`src/rtl/mano_mem_pkg.sv`:
```
// Shared definitions for the SRAM arbiter slice.
//   DATA_W / ADDR_W : requester and SRAM data/address widths
//   DEPTH           : implemented SRAM words; any address >= DEPTH is out of range
//   arb_state_t     : sequencer states (IDLE -> ACCESS [-> RESP] -> IDLE)
//   port_id_t       : identifies requester 0 (CPU) or 1 (loader/debug)
package mano_mem_pkg;

  localparam int DATA_W = 16;
  localparam int ADDR_W = 16;
  localparam int DEPTH  = 32;

  typedef enum logic [1:0] {
    IDLE   = 2'd0,
    ACCESS = 2'd1,
    RESP   = 2'd2
  } arb_state_t;

  typedef logic port_id_t;

endpackage

```
`src/rtl/sram_arbiter_rr_arb2.sv`:
```
// Two-way round-robin picker (purely combinational).
//   req_i  [1:0] : request vector, bit n = port n
//   last_i       : port granted most recently
//   gnt_o  [1:0] : one-hot grant; all zero when nothing requests
// On a tie the port that was not granted last wins.
module rr_arb2
  import mano_mem_pkg::*;
(
  input  logic [1:0] req_i,
  input  port_id_t   last_i,
  output logic [1:0] gnt_o
);

  always_comb begin
    gnt_o = 2'b00;
    case (req_i)
      2'b01:   gnt_o = 2'b01;
      2'b10:   gnt_o = 2'b10;
      2'b11:   gnt_o = last_i ? 2'b01 : 2'b10;
      default: gnt_o = 2'b00;
    endcase
  end

endmodule

```
`src/rtl/sram_arbiter.sv`:
```
// Two-port round-robin arbiter and sequencer in front of a single-port
// SRAM with a one-cycle registered read.
//   clk, rst                   : clock, synchronous active-high reset
//   req*/we*/addr*/wdata*      : requester inputs, held until that port's gnt
//   gnt*                       : one-cycle pulse, request accepted
//   err*                       : pulses with gnt when the address is out of range
//   rvalid*/rdata*             : read return; rdata holds between pulses
//   busy                       : sequencer not in IDLE
//   mem_we_n/mem_addr/mem_din  : SRAM control/address/write data
//   mem_dout                   : SRAM read data, valid the cycle after the access edge
//   state_dbg                  : current sequencer state
// Handshake: a requester raises req with we/addr/wdata stable and keeps them
// until it sees its gnt pulse; req must be low by the cycle after gnt, since a
// req still high when the sequencer is back in IDLE starts a new transaction.
// All outputs are registered.
module sram_arbiter #(
  parameter int DATA_W = mano_mem_pkg::DATA_W,
  parameter int ADDR_W = mano_mem_pkg::ADDR_W,
  parameter int DEPTH  = mano_mem_pkg::DEPTH
) (
  input  logic                    clk,
  input  logic                    rst,
  input  logic                    req0,
  input  logic                    req1,
  input  logic                    we0,
  input  logic                    we1,
  input  logic [ADDR_W-1:0]       addr0,
  input  logic [ADDR_W-1:0]       addr1,
  input  logic [DATA_W-1:0]       wdata0,
  input  logic [DATA_W-1:0]       wdata1,
  output logic                    gnt0,
  output logic                    gnt1,
  output logic                    rvalid0,
  output logic                    rvalid1,
  output logic [DATA_W-1:0]       rdata0,
  output logic [DATA_W-1:0]       rdata1,
  output logic                    err0,
  output logic                    err1,
  output logic                    busy,
  output logic                    mem_we_n,
  output logic [ADDR_W-1:0]       mem_addr,
  output logic [DATA_W-1:0]       mem_din,
  input  logic [DATA_W-1:0]       mem_dout,
  output mano_mem_pkg::arb_state_t state_dbg
);

  import mano_mem_pkg::*;

  arb_state_t        state_q, state_d;
  port_id_t          last_q, last_d;   // last granted port
  port_id_t          cur_q, cur_d;     // port owning the cycle in flight
  logic              wr_q, wr_d;       // cycle in flight is a write
  logic              oor_q, oor_d;     // cycle in flight is out of range
  logic [1:0]        gnt_q, gnt_d;
  logic [1:0]        err_q, err_d;
  logic [1:0]        rvalid_q, rvalid_d;
  logic [DATA_W-1:0] rdata0_q, rdata0_d;
  logic [DATA_W-1:0] rdata1_q, rdata1_d;
  logic              busy_q, busy_d;
  logic              mem_we_n_q, mem_we_n_d;
  logic [ADDR_W-1:0] mem_addr_q, mem_addr_d;
  logic [DATA_W-1:0] mem_din_q, mem_din_d;

  logic [1:0]        pick;
  logic              any_pick;
  port_id_t          win;
  logic              we_w;
  logic [ADDR_W-1:0] addr_w;
  logic [DATA_W-1:0] wdata_w;
  logic              oor_w;

  rr_arb2 u_rr (
    .req_i  ({req1, req0}),
    .last_i (last_q),
    .gnt_o  (pick)
  );

  // Winner's request fields, only meaningful while any_pick is high.
  assign any_pick = |pick;
  assign win      = pick[1];
  assign we_w     = win ? we1    : we0;
  assign addr_w   = win ? addr1  : addr0;
  assign wdata_w  = win ? wdata1 : wdata0;
  assign oor_w    = (addr_w >= ADDR_W'(DEPTH));

  // State register (plus all registered outputs)
  always_ff @(posedge clk) begin
    if (rst) begin
      state_q    <= IDLE;
      last_q     <= 1'b1;   // port 0 wins the first tie
      cur_q      <= 1'b0;
      wr_q       <= 1'b0;
      oor_q      <= 1'b0;
      gnt_q      <= '0;
      err_q      <= '0;
      rvalid_q   <= '0;
      rdata0_q   <= '0;
      rdata1_q   <= '0;
      busy_q     <= 1'b0;
      mem_we_n_q <= 1'b1;
      mem_addr_q <= '0;
      mem_din_q  <= '0;
    end else begin
      state_q    <= state_d;
      last_q     <= last_d;
      cur_q      <= cur_d;
      wr_q       <= wr_d;
      oor_q      <= oor_d;
      gnt_q      <= gnt_d;
      err_q      <= err_d;
      rvalid_q   <= rvalid_d;
      rdata0_q   <= rdata0_d;
      rdata1_q   <= rdata1_d;
      busy_q     <= busy_d;
      mem_we_n_q <= mem_we_n_d;
      mem_addr_q <= mem_addr_d;
      mem_din_q  <= mem_din_d;
    end
  end

  // Next-state logic
  always_comb begin
    state_d = state_q;
    case (state_q)
      IDLE:    if (any_pick) state_d = ACCESS;
      ACCESS:  state_d = wr_q ? IDLE : RESP;
      RESP:    state_d = IDLE;
      default: state_d = IDLE;
    endcase
  end

  // Output / datapath next values. Pulses (gnt, err, rvalid) and the write
  // strobe default to their idle level so each lasts exactly one cycle.
  always_comb begin
    last_d     = last_q;
    cur_d      = cur_q;
    wr_d       = wr_q;
    oor_d      = oor_q;
    gnt_d      = '0;
    err_d      = '0;
    rvalid_d   = '0;
    rdata0_d   = rdata0_q;
    rdata1_d   = rdata1_q;
    mem_we_n_d = 1'b1;
    mem_addr_d = mem_addr_q;
    mem_din_d  = mem_din_q;
    busy_d     = (state_d != IDLE);

    case (state_q)
      IDLE: begin
        if (any_pick) begin
          mem_addr_d   = addr_w;
          mem_din_d    = wdata_w;
          // Out-of-range writes must never strobe the SRAM (it would alias).
          mem_we_n_d   = ~we_w | oor_w;
          gnt_d[win]   = 1'b1;
          err_d[win]   = oor_w;
          last_d       = win;
          cur_d        = win;
          wr_d         = we_w;
          oor_d        = oor_w;
        end
      end
      RESP: begin
        // Out-of-range reads complete normally but return zero.
        rvalid_d[cur_q] = 1'b1;
        if (cur_q) rdata1_d = oor_q ? '0 : mem_dout;
        else       rdata0_d = oor_q ? '0 : mem_dout;
      end
      default: ;
    endcase
  end

  assign gnt0      = gnt_q[0];
  assign gnt1      = gnt_q[1];
  assign err0      = err_q[0];
  assign err1      = err_q[1];
  assign rvalid0   = rvalid_q[0];
  assign rvalid1   = rvalid_q[1];
  assign rdata0    = rdata0_q;
  assign rdata1    = rdata1_q;
  assign busy      = busy_q;
  assign mem_we_n  = mem_we_n_q;
  assign mem_addr  = mem_addr_q;
  assign mem_din   = mem_din_q;
  assign state_dbg = state_q;

endmodule

```
`config.mk`:
```
export PLATFORM = sky130hd
export DESIGN_NAME = sram_arbiter
export DESIGN_NICKNAME = d
export VERILOG_FILES = /design/src/rtl/mano_mem_pkg.sv /design/src/rtl/sram_arbiter_rr_arb2.sv /design/src/rtl/sram_arbiter.sv
export SDC_FILE = /design/constraint.sdc
export NUM_CORES = 1
export LEC_CHECK = 0
export ABC_AREA = 1
export BUFFER_PORTS_ARGS = -buffer_cell sky130_fd_sc_hd__buf_4
export CORE_MARGIN = 2
export CORE_UTILIZATION = 35
export DETAILED_ROUTE_END_ITERATION = 16
export SLEW_MARGIN = 20
export SYNTH_ARGS = -nofsm -noshare
export SYNTH_HDL_FRONTEND = slang
export SYNTH_SLANG_ARGS = --single-unit
```
`constraint.sdc`:
```
create_clock -name clk -period 2 [get_ports clk]
set_clock_uncertainty 0.2 [all_clocks]
set_input_delay 0.4 -clock clk [delete_from_list [all_inputs] [get_ports clk]]
set_output_delay 0.4 -clock clk [all_outputs]
set_load 0.05 [all_outputs]
```
======== Word-level counts from Yosys, hierarchy flattened ========
Cells that the tools add are included.
operators by class
  $lt $le $gt $ge ......................... 5
  eq/ne operators ......................... 5
  muxes and demuxes ....................... 13
  bitwise gates (word level) .............. 7
  reduce and logical (&&, ||, !) cells .... 10
operator list
  operator                                                             count
  2-to-1 mux 16 bit                                                    3
  greater-or-equal comparator 16 x 6 -> 1 bit (second input constant)  1
  == test 2 bit (second input constant)                                3
  2-to-1 mux 2 bit                                                     3
  case mux 2 bit (3 select lines)                                      1
  AND reduction 2 bit                                                  3
  NOT 1 bit                                                            5
  == test 2 x 1 -> 1 bit (second input constant)                       2
  < comparator 1 x 2 -> 1 bit (second input constant)                  2
  case mux 2 bit (2 select lines)                                      1
  OR reduction 2 bit                                                   2
  2-to-1 mux 1 bit                                                     3
  OR reduction 3 bit                                                   1
  AND 2 bit                                                            1
  demux 1 bit (select 1 bit)                                           2
  greater-or-equal comparator 1 bit (second input constant)            2
  logical AND 1 bit                                                    2
  zero test 2 bit                                                      1
  nonzero test 2 bit                                                   1
  bitwise OR 1 bit                                                     1
storage, ports and cells
  flip-flop bits (word level) ............. 78
  input port bits ......................... 86
  output and inout port bits .............. 74
  logic and storage cells ................. 54

======== Depth between registers and ports, before layout ========
Gate-level depths: netlist (run 1).
  depth in word-level cells ............... 7
  depth in mapped cells ................... 10
  gate-level depth less buffers ........... 9

======== Cells and area by module ========
A second synthesis (run 1) with hierarchy kept.
second synthesis, totals
  cells, all modules ...................... 413
  area total of the unflattened synthesis .. 3118.0 µm²
by module, submodules not included
  module        times used  cells an instance  area an instance (µm²)  seq. area each (µm²)
  sram_arbiter  1           408                3096.7                  1561.5
  rr_arb2       1           5                  21.3                    0.0

======== Worst setup path after synthesis (run 1) ========
No wires, ideal clock.
  path kind ............................... reg-to-reg
  start ................................... register state_q[1] (netlist: state_dbg[1])
  end ..................................... register rdata0_q[12] (netlist: rdata0[12])
  library setup time ...................... 70 ps
  arrival time ............................ 1501 ps
  data required time ...................... 1730 ps
  path slack .............................. 229 ps
  cell stages (with the launch flop) ...... 7
  buffers on the path ..................... 1
  period minus slack after synthesis ...... 1771 ps
  cells stage by stage .................... dfxtp_1 -> inv_2 -> or2_1 -> nor2_4 -> buf_2 -> o21ai_0 -> a21oi_1
on the way
  longest elaborated chain between the ends .. 2
RTL lines
  what                                  line                 source
  start: declaration                    sram_arbiter.sv:49   arb_state_t state_q, state_d;
  start signal: assignment              sram_arbiter.sv:104  state_q <= state_d;
  == test 2 bit                         sram_arbiter.sv:149  case (state_q)
  AND reduction 2 bit (no source line)  --
  end signal: assignment                sram_arbiter.sv:112  rdata0_q <= rdata0_d;
  end: declaration                      sram_arbiter.sv:57   logic [DATA_W-1:0] rdata0_q, rdata0_d;
No other way between the ends.
A chain may end at the register's enable or synchronous reset.

======== Worst setup path after layout (run 1) ========
  start ................................... register state_q[0] (netlist: state_dbg[0])
  end ..................................... register mem_din_q[7] (netlist: mem_din[7])
on the way
  longest elaborated chain between the ends .. 2
RTL lines
  what                                  line                 source
  zero test 2 bit                       sram_arbiter.sv:149
  AND reduction 2 bit (no source line)  --
  end signal: assignment                sram_arbiter.sv:117  mem_din_q <= mem_din_d;
  end: declaration                      sram_arbiter.sv:62   logic [DATA_W-1:0] mem_din_q, mem_din_d;
No other way between the ends.

==> results of run 1 <==
## power by group
| group | switching (mW) | internal, mW |
|---|---|---|
| combinational | 0.652 | 0.334 |
| sequential | 0.0596 | 1.67 |
| clock | 0.575 | 0.517 |
## state kept, by name (all words and copies together), names as in the netlist
| register | count |
|---|---|
| rdata0 | 16 |
| rdata1 | 16 |
| mem_din | 16 |
| wr_q | 1 |
| mem_addr | 16 |
| err_q | 2 |
| cur_q | 1 |
| last_q | 1 |
| busy | 1 |
| mem_we_n | 1 |
| rvalid_q | 2 |
| oor_q | 1 |
| state_dbg | 2 |
| gnt_q | 2 |
## cells in the mapped netlist
library cell	count
nand2_1	112
dfxtp_1	78
o21ai_0	44
nor2_1	42
inv_1	22
a21oi_1	21
nand3_1	17
nand3b_1	9
buf_2	8
a22oi_1	7
clkbuf_1	5
inv_2	5
nand2_2	4
buf_4	3
buf_6	3
nor2_4	2
nor2_8	2
or2_1	2
a22o_1	1
clkinv_1	1
## per-stage QoR
stage / power, mW / cells / worst slack, ns / area [µm²]
6_report: 3.81 / 656 / 0.356 / 4460
4_1_cts: 3.85 / 656 / 0.335 / 4460
3_5_place_dp: 2.76 / 640 / 0.0654 / 4270
3_3_place_gp: 2.75 / 640 / 0.0843 / 4270
5_1_grt: 3.98 / 656 / 0.186 / 4460
2_1_floorplan: 2.39 / 388 / 0.229 / 3000
## metal layers
layer	GRT usage, %	share of wire, %	vias up
li1	-	-	1553
met1	20.8	43	1314
met2	31.5	48	94
met3	5.20	8.1	9
met4	6.92	1.2	0
met5	0	0	-
## kinds of logic after synthesis
logic type | Yosys count | share of synthesized area, %
AO/OA/AOI/OAI | 73 | 12.9
buffers and inverters | 47 | 7.34
flip-flops | 78 | 52.1
AND/OR/NAND/NOR | 190 | 27.7
## cells in the final DEF (no fill, tap or decap)
cell        instances
nand3_1            17
a22o_1              1
buf_4             165
a22oi_1             7
nand3b_1            9
nor2_8              2
dfxtp_1            78
clkinv_4            1
clkbuf_8           11
clkinv_1            1
a21oi_1            21
buf_12              1
clkinvlp_4          2
o21ai_0            44
clkinv_2            2
inv_1              22
nor2_4              2
inv_2               5
nand2_1           112
nand2_2             4
nor2_1             42
or2_1               2
## worst reg2reg max path, stage by stage (launching register included)
cell and delay [ns]:
dfxtp_1 0.38, nor2_1 0.07, nand2_2 0.13, nand2_2 0.10, inv_2 0.44, a22oi_1 0.19, nand2_1 0.08
## worst paths after layout
kind,to,slack (ns),cells after the start
worst max-delay path,mem_din[7],0.36,6
worst min-delay path,mem_addr[3],0.05,3
worst min register to register,mem_addr[14],0.26,2
worst max register to register,mem_din[7],0.36,6
## cell type report
class	count	area (µm²)
Tap cell	105	131
Fill cell	815	3800
Clock inverter	5	33.8
Timing Repair Buffer	166	1260
Multi-Input combinational cell	263	1220
Clock buffer	11	151
Inverter	28	105
Sequential cell	78	1560
==> impl_metrics.csv, run 1 <==
group,metric,value,unit
floorplan,start_util,36.3,%
setup_path,cpMostUsedCell,"nand2_2",
logic_synthesis,synthTopCellsByArea,"dfxtp_1, nand2_1, o21ai_0",
global_route,grt_pass1_wl,12900,µm
sta,slew_headroom,61.6,%
sta,setup_violations,0,
layout,insertedDiodeCount,0,
setup_path,crit_family,"buffers and inverters",
global_route,grt_use_total,18.0,%
detailed_routing,viasPerCell,4.53,
logic_synthesis,synth.top_cell.area_share,52.1,%
cts,cts.clk_slew.worst_paths,0.08,ns
setup_path,cp-start-kind,"register",
logic_synthesis,syn_area,3000,µm²
logic_synthesis,synthesis.nets,474,
setup_path,critPathLaunch,"state_dbg[0]",
setup_path,path_buf_inv,1,
cts,cts_made_buffers,9,
logic_synthesis,ys_ff_latch,78,
pwr,power.density,854,nW/µm²
layout,area_delta_synth_final,48.7,%
logic_synthesis,syn_inst,388,
logic_synthesis,seq_area_frac_synth,52.1,%
detailed_routing,wirelength,8450,µm
logic_synthesis,ys_types,20,
setup_path,cp.arrival,1.73,ns
run,max-cap-violations,0,
detailed_routing,drtIter0Drc,91,
floorplan,io_pins,160,
sta,holdWs,0.0521,ns
cts,cts_resized,0,
worst_hold_path,min_from,"addr0[3]",
cts,cts_tree,"done",
global_route,grt_overflow,0,
floorplan,die_w,96.6,µm
layout,drive_above_1_share,35.4,%
setup_path,end_kind,"register",
detailed_routing,dr.pass1.iters,4,
setup_path,cp_max_fo,33,
place,gp_congestion,0.781,
global_route,antenna_found_initial,0,
sta,fin_tns_setup,0,ns
sta,worst_pin_slew,0.576,ns
worst_hold_path,hold_class,"in2reg",
sta,min_period_over_period,82.2,%
detailed_routing,wl_per_cell,12.9,µm
floorplan,num_rows,33,
pwr,p_leak,2.28,nW
setup_path,critical_path.max_stage_delay,0.44,ns
detailed_routing,vias,2970,
sta,max_freq,0.608,GHz
global_route,grt_start_max_net_pins,34,
detailed_routing,antenna_left,0,
run_status,status,"finished, final reports clean",
sta,period_minus_slack,1.64,ns
layout,finalNetCount,632,
global_route,grt_pass1_vias,2824,
setup_path,crit_chain,"nor2_1 > nand2_2 > nand2_2 > inv_2 > a22oi_1 > nand2_1",
cts,hold_buffers,0,
place,place_hpwl,6280,µm
sta,rsz0062_at_grt,"false",
cts,h-tree-depth,3,
cts,cts_buffer_depth,2,
floorplan,die_h,96.6,µm
setup_path,critPathKind,"reg2reg",
logic_synthesis,synth_top_area_cell,"dfxtp_1",
logic_synthesis,syn_area_per_cell,7.73,µm²
floorplan,core_area,8260,µm²
setup_path,crit_required,2.09,ns
pwr,ir_drop,0.416,mV
cts,cts_setup_buffers,0,
cts,clock_sinks,78,
sta,slew_viol_final,0,
sta,hold_violations,0,
setup_path,r2r_start,"state_dbg[0]",
cts,clk_latency,0.33,ns
floorplan,die-area,9330,µm²
cts,root_buffer,"clkbuf_8",
layout,fin_util,54.0,%
logic_synthesis,ys_warn_count,0,
place,portBuffers,159,
detailed_routing,drc_errors,0,
setup_path,slowest_stage,"inv_2",
(Power assumes the default switching activity.)
==> inputs of run 2 (changes only) <==
- clock period: 2 -> 1.6 ns (I/O delays scaled with it)
==> impl_metrics.csv, run 2 (synthesis gave the netlist of run 1 again) <==
group,metric,value,unit
detailed_routing,viasPerCell,4.59,
floorplan,die-area,9330,µm²
pwr,p_total,5.00,mW
cts,clk_latency,0.34,ns
setup_path,path_buf_inv,1,
sta,setup_ws,-0.0253,ns
setup_path,cp_max_fo,6,
global_route,grt_start_max_net_pins,34,
cts,h-tree-depth,3,
worst_hold_path,hold_path_end,"mem_addr[1]",
sta,max_freq,0.615,GHz
setup_path,cp-start-kind,"register",
setup_path,r2r_slack,-0.03,ns
setup_path,crit_required,1.64,ns
cts,cts_tree,"done",
global_route,antenna_found_initial,0,
setup_path,slowest_stage,"dfxtp_4",
global_route,grt_pass1_wl,14100,µm
detailed_routing,antenna_left,0,
setup_path,crit_family,"simple AND/OR/NAND/NOR gates",
pwr,ir_drop,0.436,mV
cts,cts.clk_slew.worst_paths,0.08,ns
global_route,grt_pass1_vias,3117,
floorplan,start_util,36.3,%
worst_hold_path,min_from,"addr0[1]",
run_status,status,"complete, but fails checks",
place,portBuffers,159,
floorplan,io_pins,160,
layout,drive_above_1_share,38.8,%
floorplan,core_area,8260,µm²
cts,cts_buffer_depth,2,
floorplan,num_rows,33,
sta,min_period_over_period,102,%
setup_path,cp.arrival,1.66,ns
global_route,grt_use_total,19.6,%
cts,cts_made_buffers,9,
run,max-cap-violations,0,
layout,insertedDiodeCount,0,
setup_path,end_kind,"register",
cts,clock_sinks,78,
setup_path,r2r_start,"last_q",
global_route,grt_overflow,0,
sta,period_minus_slack,1.63,ns
detailed_routing,drtIter0Drc,75,
pwr,p_leak,2.61,nW
layout,mostFrequentLayoutCells,"buf_4, nand2_1, dfxtp_1, o21ai_0",
sta,worst_pin_slew,0.283,ns
floorplan,die_h,96.6,µm
sta,slew_headroom,81.0,%
detailed_routing,dr.pass1.iters,4,
place,place_hpwl,6270,µm
worst_hold_path,whs_path_depth,3,
setup_path,worstReg2RegEnd,"mem_we_n",
setup_path,reg2reg_depth,9,
sta,slew_viol_final,0,
setup_path,critical_path.max_stage_delay,0.39,ns
detailed_routing,wirelength,9600,µm
detailed_routing,vias,3320,
floorplan,die_w,96.6,µm
setup_path,crit_chain,"nand2_8 > nand2_8 > clkbuf_16 > nand2_1 > nand2_1 > nand2_2 > nor2_1 > nand3_1 > or2_1",
sta,rsz0062_at_grt,"true",
layout,area_delta_synth_final,75.4,%
layout,finalNetCount,699,
setup_path,critPathKind,"reg2reg",
detailed_routing,drc_errors,0,
layout,final_common_cell,"buf_4",
cts,root_buffer,"clkbuf_8",
worst_hold_path,hold_class,"in2reg",
run_status,violations,"setup timing",
detailed_routing,wl_per_cell,13.3,µm
sta,hold_violations,0,
pwr,power.density,951,nW/µm²
place,gp_congestion,0.809,
sta,setup_violations,1,
layout,fin_util,63.7,%
run 2: changes by cell type in the layout (fill, tap and decap cells not counted), moves of 5 or more:
cell / previous run / this run
dlygate4sd3_1: 0 / 42
buf_4: 165 / 179
nand2_1: 112 / 100
nand2_2: 4 / 14
buf_12: 1 / 6
run 2: stage by stage:
step	instances	hold slack (ns)	setup slack, ns	area [µm²]	setup TNS [ns]
final	723	0.0196	-0.0253	5260	-0.0253
after global routing	723	0.0185	-0.121	5260	-0.329
after CTS	716	0.00832	0.0182	5090	0
after detailed placement	656	0.252	-0.0776	4460	-0.394
after global placement	656	0.248	-0.0546	4460	-0.101
after floorplan	388	0.183	0.0694	3000	0
run 2: repair_timing:
item / in CTS / in global routing
hold endpoints to repair: 22 / 0
gates cloned: 0 / 3
pin swaps: 1 / 12
gates resized for setup: 4 / 24
endpoints found under the setup margin: 4 / 30
setup buffers: 2 / 4
hold buffers: 42 / 0
run 2: worst min-delay path, cell delays in order:
cell and delay [ns]:
buf_4 0.09, nand2_1 0.06, nand3_1 0.07
run 2: power breakdown:
group	leakage (nW)	switching, mW	internal, mW
clock	0.0908	0.768	0.580
combinational	1.88	0.884	0.600
sequential	0.639	0.0850	2.09
total	2.61	1.74	3.27
run 2: final cells by class:
class | instances | area (µm²)
clock buffers | 9 | 124
clock inverters | 7 | 52.6
fillers | 705 | 3000
inverters | 28 | 109
multi-input cells | 263 | 1290
flip-flops and latches | 78 | 1570
well taps | 105 | 131
repair buffers | 233 | 1980
run 2: how the worst max path moves through the flow:
| stage | end | cells past startpoint | from | slack, ns |
|---|---|---|---|---|
| final | mem_we_n | 9 | last_q | -0.03 |
| after global routing | mem_we_n | 9 | last_q | -0.12 |
| after CTS | mem_we_n | 9 | last_q | 0.02 |
| after detailed placement | err_q[0] | 10 | req0 | -0.08 |
| after global placement | err_q[0] | 10 | req0 | -0.05 |
| after floorplan | rdata0[12] | 6 | state_dbg[1] | 0.07 |
run 2: layer usage:
| layer | GRT usage, % | wire length, µm |
|---|---|---|
| met1 | 23.5 | 4150 |
| met5 | 0 | 0 |
| met4 | 8.33 | 202 |
| met2 | 32.9 | 4530 |
| met3 | 5.59 | 726 |
